`config.mk`:
```
export PLATFORM = sky130hd
export DESIGN_NAME = param_binary_search
export DESIGN_NICKNAME = d
export VERILOG_FILES = /design/src/rtl/bsearch_pkg.sv /design/src/rtl/param_binary_search.sv
export SDC_FILE = /design/constraint.sdc
export NUM_CORES = 1
export LEC_CHECK = 0
export ABC_AREA = 1
export ABC_CLOCK_PERIOD_IN_PS = 3550
export CAP_MARGIN = 20
export CORE_ASPECT_RATIO = 1.4
export CORE_MARGIN = 4
export CORE_UTILIZATION = 50
export CTS_BUF_LIST = sky130_fd_sc_hd__clkbuf_8
export DETAILED_ROUTE_END_ITERATION = 8
export HOLD_SLACK_MARGIN = 0.05
export PLACE_DENSITY_LB_ADDON = 0.08
export SETUP_SLACK_MARGIN = 0.5
export SYNTH_ARGS = -nofsm -noshare
export SYNTH_HDL_FRONTEND = slang
export SYNTH_SLANG_ARGS = --single-unit
```
`constraint.sdc`:
```
create_clock -name clk -period 3.55 [get_ports clk]
set_input_delay 0.5325 -clock clk [delete_from_list [all_inputs] [get_ports clk]]
set_output_delay 0.5325 -clock clk [all_outputs]
set_load 0.05 [all_outputs]
```
`src/rtl/bsearch_pkg.sv`:
```
// Shared types and helpers for the successive-approximation search engine.
package bsearch_pkg;

  typedef enum logic {
    IDLE   = 1'b0,
    SEARCH = 1'b1
  } state_t;

  // Widest supported result; bounds live in WIDTH+1 bits, so the helper works at MAX_WIDTH+1.
  localparam int MAX_WIDTH = 16;

  // Step counter width: $clog2(w), but never narrower than one bit.
  function automatic int cnt_width(input int w);
    return (w <= 2) ? 1 : $clog2(w);
  endfunction

  // Midpoint of [b, e); the sum carries one extra bit so it cannot overflow.
  function automatic logic [MAX_WIDTH:0] midpoint(input logic [MAX_WIDTH:0] b,
                                                  input logic [MAX_WIDTH:0] e);
    logic [MAX_WIDTH+1:0] sum;
    sum = {1'b0, b} + {1'b0, e};
    return (MAX_WIDTH+1)'(sum >> 1);
  endfunction

endpackage

```
`src/rtl/param_binary_search.sv`:
```
// One-shot binary search for the largest X with target >= X; WIDTH probes, done pulses WIDTH+1 cycles after start.
// Start is ignored while busy; define BSEARCH_INT_CMP_EN to compare against v_in internally instead of the ge input.
module param_binary_search
  import bsearch_pkg::*;
#(
  parameter int WIDTH = 8
) (
  input  logic             clk,
  input  logic             rst,
  input  logic             start,
`ifdef BSEARCH_INT_CMP_EN
  input  logic [WIDTH-1:0] v_in,
`else
  input  logic             ge,
`endif
  output logic             busy,
  output logic [WIDTH-1:0] probe,
  output logic             done,
  output logic [WIDTH-1:0] ans
);

  localparam int              CNT_W    = cnt_width(WIDTH);
  localparam logic [WIDTH:0]  E_INIT   = (WIDTH+1)'(1) << WIDTH;
  localparam logic [CNT_W-1:0] CNT_LAST = CNT_W'(WIDTH-1);

  state_t             state, state_nxt;
  logic [WIDTH:0]     b_q, e_q, m;
  logic [CNT_W-1:0]   cnt_q;
  logic [MAX_WIDTH:0] m_full;
  logic               cmp_ge;
  logic               last;
  logic               unused_bits;

  // b < e is invariant, so m never reaches 2^WIDTH and fits the probe port.
  assign m_full      = midpoint((MAX_WIDTH+1)'(b_q), (MAX_WIDTH+1)'(e_q));
  assign m           = m_full[WIDTH:0];
  assign unused_bits = ^{m_full, b_q[WIDTH]};

`ifdef BSEARCH_INT_CMP_EN
  assign cmp_ge = (v_in >= probe);
`else
  assign cmp_ge = ge;
`endif

  assign busy  = (state == SEARCH);
  assign probe = busy ? m[WIDTH-1:0] : '0;
  assign last  = (cnt_q == CNT_LAST);

  always_comb begin
    state_nxt = state;
    case (state)
      IDLE:    if (start) state_nxt = SEARCH;
      SEARCH:  if (last)  state_nxt = IDLE;
      default: state_nxt = IDLE;
    endcase
  end

  always_ff @(posedge clk) begin
    if (rst) begin
      state <= IDLE;
      b_q   <= '0;
      e_q   <= E_INIT;
      cnt_q <= '0;
      ans   <= '0;
      done  <= 1'b0;
    end else begin
      state <= state_nxt;
      done  <= busy && last;
      if (state == IDLE && start) begin
        b_q   <= '0;
        e_q   <= E_INIT;
        cnt_q <= '0;
      end else if (busy) begin
        if (cmp_ge) b_q <= m;
        else        e_q <= m;
        cnt_q <= cnt_q + CNT_W'(1);
        // On the final probe the answer is m if it passed, else the last passing bound.
        if (last) ans <= cmp_ge ? m[WIDTH-1:0] : b_q[WIDTH-1:0];
      end
    end
  end

endmodule

```
==> results.md <==
* Outcome: completed
* Final std cells w/o fill at 321
* Power per cell area at 361 nW/um^2
* Commonest non-fill, non-tap cells in the layout: nand2_1 (68), inv_1 (41), dfxtp_1 (31)
* Register area share after synthesis at 0.345
* Die X at between 50 and 60 um
* Required @ worst endpoint at 3.02 ns
* Worst Setup End Kind: output pin
* Die area at 4640 um^2
* Tot GR Track Use at 0.194
* Cell with the largest stage delay on the worst path: clkdlybuf4s15_1
* TritonRoute pass-1 iters at 4
* Post-synth EDFFs at 0
* Hold-fix buffers, CTS at 0
* Starting Density at 0.528
* DRC Markers at 0
* Slew margin rel. at 0.621
* Buf+Inv Stages, Crit Path at 3
* Final setup fails at 0
* Die Ht at ~79 um
* FF-to-FF End: ans[5]$_SDFFE_PP0P_
* Leakage at approximately 1.1 nW
* 1st-iter DRT viols at 24
* Synth warn at 0
* # fillers at 344
* Post-DR wirelength/cell at 12.5 um
* Worst Hold End: ans[5]$_SDFFE_PP0P_
* Worst hold path stage count at 2
* Final WL at 4000 um
* CTS H-tree depth at 2
* Peak VDD IR at 0.318 mV
* Crit path arrival time at 2.36 ns
* Reg2reg path depth at 10
* IO Port Bufs at 21
* Syn Inst Count at 258
* Max-cap violations at 0
* IO Pins at 22
* Initial antenna violation count at 0
* Reg area at slightly above 600 um^2
* Post-CTS sizing at 3
* Vias per Instance at 4.96
* Post-synth top area share at 0.345
* Area grow syn2layout at 16.3%
* DP Wirelength at 2870 um
* Ant diodes at 0
* Synth Net Count at 273
* Share of layout cells above drive strength 1 at 0.103
* Final net count at 295
* Fin crit share at 0.815
* Setup_tns at 0 ns
* Worst path cell trace: inv_1 -> fa_1 -> inv_1 -> nand2_1 -> nand2_1 -> nand3b_1 -> nand2_1 -> nand2_1 -> a21oi_1 -> clkdlybuf4s15_1
* Global-route wire length before repair at 6960 um
* R2R Setup Slk at 1.78 ns
* Num CTS Buffers at 5
* Core area at 3410 um^2
* Dpl ws at 0.671 ns
* CP max stage delay at 0.51 ns
* Hold WS at roughly 0.45 ns
* Predominant post-synthesis flop cell: dfxtp_1
* Clock Skew at 0.00378 ns
* Number of global-route vias before repair at 1578
* Placement Rows at 25
* Clock buffer depth at 2
* Largest net degree at the start of global routing at 21
* Clock latency on the worst-skew pair at roughly 0.28 ns
* Final hold vios at 0
* Kind of critical path: reg2out
* Mapped Area at 1800 um^2
* CTS root buffer: clkbuf_8
* Most common library cell in the layout ignoring fill and taps: nand2_1
* RR Startpoint: b_q[1]$_SDFFE_PP0P_
* Hold WC Path Type: reg2reg
* FFs w/ async S/R, synth at 0
* Clock Sinks at 31
* Fmax at 346 MHz
* Hold path start: ans[5]$_SDFFE_PP0P_
* Crit-path max FO at 4
* Area leader, netlist: dfxtp_1
* RSZ-0062 raised after global routing: no
* Worst setup margin at 0.656 ns
* Antenna Nets Post-Route at 0
* CTS tree: done
* Critical path launch point type: flip-flop
* Synth top area cells: dfxtp_1 (34%), nand2_1 (14%), inv_1 (8.3%)
* Slew Limit Fails at 0
* Vias at 1592
* FF+latch count, synth at 31
* GRT overflow at 0
* Post-placement cell count at 313
* Tmin final at 2.89 ns
* Post-CTS Setup Inserts at 0
* Worst-path clk slew at approximately 0.070 ns
* Area of the multi-input gates at 951 um^2
* Placer congestion estimate at 0.801
* Top cell by count, worst path: nand2_1
* Yosys cell types at 32
* Measured slew at the worst slew-check pin at between 0.5 and 0.6 ns
* Crit-path leading delay family: buffers and inverters
* Avg Inst Size Synth at between 6 and 7 um^2
-- through the flow --
step / area [um^2] / utilization / total power (W)
final: 2090 / 0.614 / 0.000755
after global routing: 2090 / 0.614 / 0.000789
after CTS: 2080 / 0.611 / 0.000766
after detailed placement: 2000 / 0.588 / 0.000492
after global placement: 2000 / 0.588 / 0.000491
after floorplan: 1800 / - / 0.000467
-- kinds of logic (layout without fill, tap and decap cells) --
| group | count (synthesis) | in the layout | share of synthesized area |
|---|---|---|---|
| AO/OA/AOI/OAI | 40 | 40 | 0.137 |
| XOR/XNOR | 5 | 5 | 0.0243 |
| flip-flops | 31 | 31 | 0.345 |
| buffers and inverters | 51 | 74 | 0.127 |
| adder cells (fa/ha/maj) | 11 | 11 | 0.0807 |
| AND/OR/NAND/NOR | 120 | 120 | 0.287 |
-- registers in the layout, summed over array words and instances (netlist names) --
name and flops:
b_q 9, e_q 9, ans 8, cnt_q 3, busy 1, done 1
-- per-layer routing --
metal	routed length, um	track usage	part of all wire
met2	1890	0.318	0.47
met4	83	0.0794	0.021
met1	1890	0.246	0.47
met3	139	0.0374	0.035
met5	0	0	0
-- how the worst max path moves through the flow --
stage / start / to / slack (ns) / cells after the start
floorplan: b_q[1]$_SDFFE_PP0P_ / probe[7] / 0.98 / 9
CTS: b_q[2]$_SDFFE_PP0P_ / probe[2] / 0.50 / 7
global placement: b_q[1]$_SDFFE_PP0P_ / probe[7] / 0.72 / 10
finish: b_q[1]$_SDFFE_PP0P_ / probe[5] / 0.66 / 10
global route: b_q[1]$_SDFFE_PP0P_ / probe[5] / 0.50 / 10
detailed placement: b_q[1]$_SDFFE_PP0P_ / probe[7] / 0.67 / 10
-- synth_stat cells, types with 2 or more instances --
library cell,number
a21oi_1,19
a21oi_2,8
buf_6,4
dfxtp_1,31
ha_1,10
inv_1,40
inv_2,3
nand2_1,68
nand2_2,2
nand3_1,17
nor2_1,25
o21ai_0,4
o21ai_1,5
xnor2_1,3
xor2_1,2
-- layout make-up --
cell class                      instances  area share
Sequential cell                        31       0.297
Tap cell                               40      0.0239
Timing Repair Buffer                   21       0.102
Inverter                               45      0.0819
Multi-Input combinational cell        176       0.455
Clock buffer                            5      0.0329
Clock inverter                          3     0.00778
-- worst register-to-register path, stage by stage, from the launching register on --
cell      delay [ns]
dfxtp_1         0.38
inv_1           0.08
fa_1            0.46
inv_1           0.07
nand2_1         0.05
nand2_1         0.11
nand3b_1        0.11
nand3_1         0.14
nand3_1         0.10
nand2_1         0.12
nand2_1         0.05
-- power breakdown --
group          switching (W)  internal (W)  total (W)
sequential        0.00000825      0.000358   0.000366
clock               0.000139      0.000134   0.000273
combinational      0.0000788     0.0000369   0.000116
(Power assumes the default switching activity.)
